==> src/rtl/bridge_pkg.sv <==
// Shared AHB bridge definitions: HTRANS encodings and the arbiter FSM state type.
package bridge_pkg;

   localparam logic [1:0] HTRANS_IDLE   = 2'b00;
   localparam logic [1:0] HTRANS_BUSY   = 2'b01;
   localparam logic [1:0] HTRANS_NONSEQ = 2'b10;
   localparam logic [1:0] HTRANS_SEQ    = 2'b11;

   typedef logic [1:0] arb_state_t;

   localparam arb_state_t ST_IDLE   = 2'd0;
   localparam arb_state_t ST_OWNED  = 2'd1;
   localparam arb_state_t ST_LOCKED = 2'd2;

endpackage

==> src/rtl/rr_pick.sv <==
// Round-robin masked priority encoder: first set request at or after ptr, wrapping
// modulo NUM_MASTERS.
module rr_pick
   import bridge_pkg::*;
#(
   parameter int NUM_MASTERS = 4,
   parameter int MW          = $clog2(NUM_MASTERS)
) (
   input  logic [NUM_MASTERS-1:0] req,
   input  logic [MW-1:0]          ptr,
   output logic                   valid,
   output logic [MW-1:0]          idx
);

   function automatic logic [MW-1:0] wrap_add(input logic [MW-1:0] base, input int offset);
      logic [MW:0] sum;
      sum = {1'b0, base} + (MW+1)'(offset);
      if (sum >= (MW+1)'(NUM_MASTERS)) sum = sum - (MW+1)'(NUM_MASTERS);
      return MW'(sum);
   endfunction

   // NOTE: every output gets a default before the loop so no latch is inferred.
   always_comb begin
      logic [MW-1:0] cand;
      valid = 1'b0;
      idx   = '0;
      for (int k = 0; k < NUM_MASTERS; k++) begin
         cand = wrap_add(ptr, k);
         if (!valid && req[cand]) begin
            valid = 1'b1;
            idx   = cand;
         end
      end
   end

endmodule

==> src/rtl/ahb_bridge_arbiter.sv <==
// AHB bridge slave-port arbiter: round-robin grant, burst and lock aware, frozen on Hready=0.
// Optional owner tenure limit enabled by defining ARB_TENURE_EN.
module ahb_bridge_arbiter
   import bridge_pkg::*;
#(
   parameter int NUM_MASTERS = 4,
   parameter int MW          = $clog2(NUM_MASTERS),
   parameter int MAX_TENURE  = 16
) (
   input  logic                   Hclk,
   input  logic                   Hreset,
   input  logic [NUM_MASTERS-1:0] Hbusreq,
   input  logic [NUM_MASTERS-1:0] Hlock,
   input  logic [1:0]             Htrans,
   input  logic                   Hready,
   output logic [NUM_MASTERS-1:0] Hgrant,
   output logic [MW-1:0]          Hmaster,
   output logic                   Hmastlock
);

   arb_state_t             state_q, next_state;
   logic [NUM_MASTERS-1:0] grant_q;
   logic [MW-1:0]          owner_q;
   logic                   lock_q;
   logic [MW-1:0]          ptr_q;

   logic                   pick_valid;
   logic [MW-1:0]          pick_idx;
   logic [MW:0]            ptr_inc;
   logic [MW-1:0]          next_ptr;
   logic                   arb;
   logic                   owner_req, owner_lock, others_req, boundary, tenure_hit;

   rr_pick #(.NUM_MASTERS(NUM_MASTERS), .MW(MW)) u_pick (
      .req   (Hbusreq),
      .ptr   (ptr_q),
      .valid (pick_valid),
      .idx   (pick_idx)
   );

   assign owner_req  = Hbusreq[owner_q];
   assign owner_lock = Hlock[owner_q];
   assign others_req = |(Hbusreq & ~grant_q);
   assign boundary   = (Htrans == HTRANS_IDLE) || (Htrans == HTRANS_NONSEQ);
   assign ptr_inc    = {1'b0, pick_idx} + (MW+1)'(1);
   assign next_ptr   = (ptr_inc == (MW+1)'(NUM_MASTERS)) ? '0 : MW'(ptr_inc);

`ifdef ARB_TENURE_EN
   localparam int TW = $clog2(MAX_TENURE + 1);
   logic [TW-1:0] tenure_q;

   // Counts only contested OWNED cycles; saturates so the force stays asserted.
   always_ff @(posedge Hclk) begin
      if (Hreset) begin
         tenure_q <= '0;
      end else if (Hready) begin
         if (arb) begin
            tenure_q <= '0;
         end else if (state_q == ST_OWNED && others_req && tenure_q != TW'(MAX_TENURE)) begin
            tenure_q <= tenure_q + TW'(1);
         end
      end
   end

   assign tenure_hit = (tenure_q == TW'(MAX_TENURE));
`else
   // Tenure is unbounded; the parameter only keeps the interface uniform.
   assign tenure_hit = 1'b0 & (MAX_TENURE > 0);
`endif

   always_comb begin
      arb        = 1'b0;
      next_state = state_q;
      case (state_q)
         ST_IDLE:   arb = 1'b1;
         ST_OWNED: begin
            if (owner_lock) next_state = ST_LOCKED;
            else if (boundary && (!owner_req || tenure_hit)) arb = 1'b1;
         end
         ST_LOCKED: begin
            if (!owner_lock && Htrans == HTRANS_IDLE) begin
               if (owner_req) next_state = ST_OWNED;
               else           arb        = 1'b1;
            end
         end
         default:   next_state = ST_IDLE;
      endcase
   end

   // NOTE: state uses non-blocking assignments so every register samples pre-edge values.
   always_ff @(posedge Hclk) begin
      if (Hreset) begin
         state_q <= ST_IDLE;
         grant_q <= '0;
         owner_q <= '0;
         lock_q  <= 1'b0;
         ptr_q   <= '0;
      end else if (Hready) begin
         if (arb) begin
            if (pick_valid) begin
               grant_q <= NUM_MASTERS'(1) << pick_idx;
               owner_q <= pick_idx;
               ptr_q   <= next_ptr;
               lock_q  <= Hlock[pick_idx];
               state_q <= Hlock[pick_idx] ? ST_LOCKED : ST_OWNED;
            end else begin
               grant_q <= '0;
               lock_q  <= 1'b0;
               state_q <= ST_IDLE;
            end
         end else begin
            state_q <= next_state;
            lock_q  <= (next_state == ST_LOCKED);
         end
      end
   end

   assign Hgrant    = grant_q;
   assign Hmaster   = owner_q;
   assign Hmastlock = lock_q;

endmodule

==> config.mk <==
export PLATFORM = sky130hd
export DESIGN_NAME = ahb_bridge_arbiter
export DESIGN_NICKNAME = d
export VERILOG_FILES = /design/src/rtl/bridge_pkg.sv /design/src/rtl/rr_pick.sv /design/src/rtl/ahb_bridge_arbiter.sv
export SDC_FILE = /design/constraint.sdc
export NUM_CORES = 1
export LEC_CHECK = 0
export ABC_AREA = 1
export ABC_CLOCK_PERIOD_IN_PS = 2050
export BUFFER_PORTS_ARGS = -buffer_cell sky130_fd_sc_hd__buf_2
export CAP_MARGIN = 20
export CORE_MARGIN = 3
export CORE_UTILIZATION = 33
export CTS_CLUSTER_DIAMETER = 120
export CTS_CLUSTER_SIZE = 24
export DETAILED_ROUTE_END_ITERATION = 16
export GPL_ROUTABILITY_DRIVEN = 0
export MAX_ROUTING_LAYER = met4
export PLACE_DENSITY = 0.56
export SLEW_MARGIN = 40
export SYNTH_ARGS = -nofsm -noshare
export SYNTH_HDL_FRONTEND = slang
export SYNTH_SLANG_ARGS = --single-unit
==> constraint.sdc <==
create_clock -name Hclk -period 2.05 [get_ports Hclk]
set_input_delay 0.41 -clock Hclk [delete_from_list [all_inputs] [get_ports Hclk]]
set_output_delay 0.41 -clock Hclk [all_outputs]
set_load 0.02 [all_outputs]
======== Word level (Yosys, flattened, before mapping) ========
Index checks and enable logic that the tools add are counted.
storage, ports and cells
  register bits ........................... 11
  word-level logic and storage cells ...... 86
  input port bits ......................... 13
operators by class
  reductions and logical operators ........ 15
  multiplexer cells ....................... 42
  shift operators ......................... 1
  magnitude comparators ................... 10
  eq/ne operators ......................... 5
  $add $sub $neg .......................... 8
operators with widths
  cell                 number
  $mux 2               15
  $lt 2x3->1 const B   6
  $mux 1               17
  $bmux 1 s2           7
  $ge 3x3->1 const B   3
  $sub 2x1->2 const B  4
  $add 2x1->3 const B  2
  $add 2x2->3 const B  2
  $eq 2x2->1 const B   3
  $pmux 2 s3           1
  $logic_and 1x1->1    5
  $logic_not 1->1      5
  $logic_not 2->1      2
  $mux 4               1
  $shl 1x2->4 const A  1
  $eq 3x3->1 const B   1
  $ge 2x3->1 const B   1
  $pmux 1 s3           1
  $reduce_and 3->1     1
  $eq 2x1->1 const B   1
  $reduce_and 2->1     1
  $logic_or 1x1->1     1

======== Longest topological paths before layout ========
  depth after elaboration ................. 19
  gate-level depth with buffers ........... 15
  gate-level depth less buffers ........... 15

======== By module ========
From an unflattened synthesis, not the netlist that was laid out.
second synthesis, totals
  cells, all modules ...................... 176
  area, all modules ....................... 1078.5 um^2
by module, submodules not included
  module              area an instance (um^2)  cells an instance  instances
  ahb_bridge_arbiter  759.5                    117                1
  rr_pick             319.1                    59                 1

======== Worst setup path before layout ========
OpenSTA, ideal clock, no wires.
  path kind ............................... register to register
  from .................................... register ptr_q[0]
  to ...................................... register ptr_q[1]
  arrival time ............................ 1614 ps
  slack ................................... 316 ps
  data required time ...................... 1930 ps
  library setup time ...................... 120 ps
  stages on the path, launching flop included .. 12
  cell sequence ........................... dfxtp_1 buf_6 nand2_1 nand3_1 nand2_1 nor2_2 nand3_2 nand3_2 inv_1 ha_1 o21ai_1 a21oi_1
on the way
  cells in the longest elaborated chain, start to end .. 17
  elaborated cells between the ends (all ways) .. 41
  classes of those cells .................. 8 x add/sub; 4 x order compare; 1 x eq/ne; 21 x mux; 7 x reduce/logical
ends and longest elaborated chain
  item                                                  RTL line                   source
  from (decl)                                           ahb_bridge_arbiter.sv:25   logic [MW-1:0] ptr_q;
  from (signal assigned)                                ahb_bridge_arbiter.sv:103  ptr_q <= next_ptr;
  branches (longest 13 deep; another with $add 2x1->3)  --
  $mux 2 (*)                                            rr_pick.sv:29              if (!valid && req[cand]) begin
  named net pick_idx[0]                                 ahb_bridge_arbiter.sv:28   logic [MW-1:0] pick_idx;
  $add 2x1->3 (*)                                       ahb_bridge_arbiter.sv:45   assign ptr_inc = {1'b0, pick_idx} + (MW+1)'(1);
  $eq 3x3->1                                            ahb_bridge_arbiter.sv:46   assign next_ptr = (ptr_inc == (MW+1)'(NUM_MASTERS)) ? '0 : MW'(ptr_inc);
  $mux 2 (*)                                            ahb_bridge_arbiter.sv:46
  named net next_ptr[1]                                 ahb_bridge_arbiter.sv:30   logic [MW-1:0] next_ptr;
Mark *: on every way through the listed nets, which the timed path passes. The select of a mux whose other input is x is not followed.
A chain may end at the register's enable or synchronous reset.

======== Worst setup path in the final report ========
  from .................................... register ptr_q[1]
  to ...................................... register ptr_q[1]
on the way
  cells in the longest elaborated chain, start to end .. 17
  elaborated cells between the ends (all ways) .. 41
  classes of those cells .................. 8 x add/sub; 4 x order compare; 1 x eq/ne; 21 x mux; 7 x reduce/logical
ends and longest elaborated chain
  item
  branches (longest 17 deep; another with $add 2x1->3)
Parallel ways; which one is timed is not known. The select of a mux whose other input is x is not followed.

==> results.md <==
- Post-route setup TNS: 0 ns
- Measured slew at the worst slew-check pin: 0.410 ns
- Setup slack, reg-to-reg: 0.24 ns
- Post-synthesis simple-gate area fraction: 48.2%
- Synthesis-to-finish area growth: 20.6%
- Rel. slew slack: 72.4%
- Sum of overflow across all layers after global routing: 0
- Number of fill cells: 284
- Proportion of synthesized chip area in sequential cells: 23.7%
- Critical Path Fanout Max: 9
- Number of cells produced by synthesis: 156
- Category of the worst setup path launch point: register
- Maximum achievable frequency: 0.551 GHz
- Number of H-tree levels: 1
- Final min period: 1.81 ns
- Clock tree from TritonCTS: built
- Net count of the mapped netlist: 173
- DIE HEIGHT: 59.1 µm
- Cell type with the highest occurrence count on the critical path: nand2_1
- Setup repair after global routing missed its margin: false
- Pre-Repair DR Iteration Count: 6
- Number of global-route vias before repair: 922
- Data required time of the critical path: 2.21 ns
- Delay of the slowest cell on the worst path: 0.35 ns
- Cts bufs inserted: 3
- Mux contribution to synthesized area: 0%
- Distinct cell type count after synthesis: 21
- Critical-path top delay cell: dfxtp_2
- Worst slack on hold paths: 0.359 ns
- Antenna violations before repair: 0
- Core area: 2570 µm²
- Share of the synthesized area in compound gates (AO/OA/AOI/OAI): 13.5%
- Setup-failing EPs final: 0
- Average size of a mapped cell: 5.96 µm²
- Drt drc: 0
- Detailed-route vias per instance: 4.97
- Final WL: 2300 µm
- Final antenna diode count: 0
- Insertion delay to the later sink of the worst-skew pair: 0.27 ns
- Leakage power: 0.000606 µW
- Kind of end point of the critical path: register
- Fraction of layout cells with a size suffix above 1: 24.3%
- Number of maximum-capacitance violations: 0
- Clk root buf: clkbuf_4
- Power density cells: 1300 nW/µm²
- Clock transition at the registers of the reported paths: 0.07 ns
- Final period utilization: 88.5%
- Die width: 59.1 µm
- Signal arrival time at the worst endpoint: 1.98 ns
- Number of placed I/O pins: 20
- Total of hold buffers inserted after clock tree synthesis: 0
- Cells along the critical path: inv_1 > nand2_1 > nand2_2 > nand2_1 > nand2_1 > nor2_4 > nand3_2 > inv_2 > nor3_4 > inv_2 > o21ai_1 > a21oi_1
- Post-synthesis instance area: 930 µm²
- Area share of fa/ha/maj cells after synthesis: 5.38%
- Worst clock skew: 0.00740 ns
- Effective utilization at floorplan: 36.2%
- Count of final hold-check violations: 0
- Crit Path Class: reg2reg
- Sum of net half-perimeters after detailed placement: 1900 µm
- Max VDD drop: 0.638 mV
- Number of synthesized register bits: 11
- Std cell rows: 18
- Tot GR Track Use: 14.4%
- Number of max-slew violations in the final report: 0
- Pin count of the biggest net entering global routing: 11
- Die area: 3490 µm²
- Count of warnings emitted by yosys: 0
- Net count, final: 199
- Hold crit path type: in2reg
- Combined flip-flop and latch cell area: 224 µm²
- Average detailed-routed wire length per instance: 10.9 µm
- I/O Buffers: 19
- Post-synthesis xor/xnor area fraction: 0%
- Post-detailed-route count of antenna-violating nets: 0
- Result of the run: complete, no violations
- First-pass GRT wire length: 3920 µm
- Number of design-rule violations left by the first detailed-router iteration: 50
- Deepest clock path buffer count: 2
- Post-CTS Repair Setup Buffers: 0
- Area taken by multi-input logic gates: 628 µm²
- Total power draw: 1460 µW
- Number of vias after detailed routing: 1048
- Total number of clock tree sinks: 11
- Dominant combinational cell family by area after synthesis: simple AND/OR/NAND/NOR gates
-- path summary, 6_finish.rpt --
check,startpoint,endpoint,depth (start not counted)
min reg2reg,Hgrant[1]$_SDFFE_PP0P_,Hgrant[1]$_SDFFE_PP0P_,2
max,ptr_q[1]$_SDFFE_PP0P_,ptr_q[1]$_SDFFE_PP0P_,12
max reg2reg,ptr_q[1]$_SDFFE_PP0P_,ptr_q[1]$_SDFFE_PP0P_,12
min,Hreset,ptr_q[0]$_SDFFE_PP0P_,2
-- area by class of cell --
type | count | share of cell area, %
inverters | 20 | 6.70
repair buffers | 22 | 11.6
flip-flops and latches | 11 | 20.0
well taps | 30 | 3.35
clock buffers | 4 | 2.34
multi-input cells | 124 | 56.0
-- critical path: cells and delay by family (launching register included) --
family | cells | cell delay [ns]
AND/OR/NAND/NOR | 7 | 0.87
buffers and inverters | 3 | 0.29
flip-flops | 1 | 0.35
AO/OA/AOI/OAI | 2 | 0.18
-- cell usage after synthesis (all sizes together) --
cell	count	share of area [%]
dfxtp	11	24
nand3	17	11
o31ai	1	0.81
nand4	3	2.0
ha	4	5.4
a21oi	11	5.9
nand3b	1	0.81
buf	1	1.2
nor3	2	2.3
nor2	6	3.0
inv	20	8.1
o21ai	11	6.7
nand2	68	29
-- placed cells by master, fill, tap and decap left out --
cell,instances
nand3_1,13
nor3_4,1
nand2_2,2
a21oi_1,11
nor2_2,1
inv_1,16
inv_2,4
buf_2,19
nand4_1,3
nor2_1,4
clkbuf_4,3
o31ai_1,1
clkbuf_1,1
o21ai_0,8
ha_1,4
o21ai_1,1
nor2_4,1
dfxtp_1,8
nor3_1,1
nand3_2,4
buf_12,1
nand3b_1,1
nand2_4,1
dfxtp_2,3
o21ai_2,2
buf_4,2
nand2_1,65
-- power breakdown --
group | total, µW | internal, µW | switching (µW)
combinational | 957 | 349 | 608
clock | 150 | 75.4 | 74.2
sequential | 352 | 284 | 68.0
-- state kept, by name, indices dropped and copies added (netlist names) --
name and cells:
state_q 2, ptr_q 2, Hgrant 4, Hmaster 2
Hmastlock 1
-- what timing repair did --
item | CTS | global route
endpoints found under the setup margin | 0 | 5
endpoints found under the hold margin | 0 | 0
resized for setup | 0 | 4
-- through the flow --
step	util, %	instances	setup WS (ns)	instance area [µm²]
2_1_floorplan	-	156	0.316	930
3_3_place_gp	42.3	207	0.149	1090
3_5_place_dp	42.3	207	0.119	1090
4_1_cts	43.3	211	0.152	1110
5_1_grt	43.7	211	0.0267	1120
6_report	43.7	211	0.235	1120
-- layer usage --
layer,track usage [%],wire length [µm]
met4,3.88,29
met2,21.8,999
met1,20.3,1160
met5,-,0
met3,1.53,109
-- cells by family after synthesis --
logic type	Yosys count
and+or+nand+nor	97
AOI/OAI and AO/OA	23
buffers and inverters	21
DFF	11
adders and majority gates	4
Power figures use the tool's default switching activity.
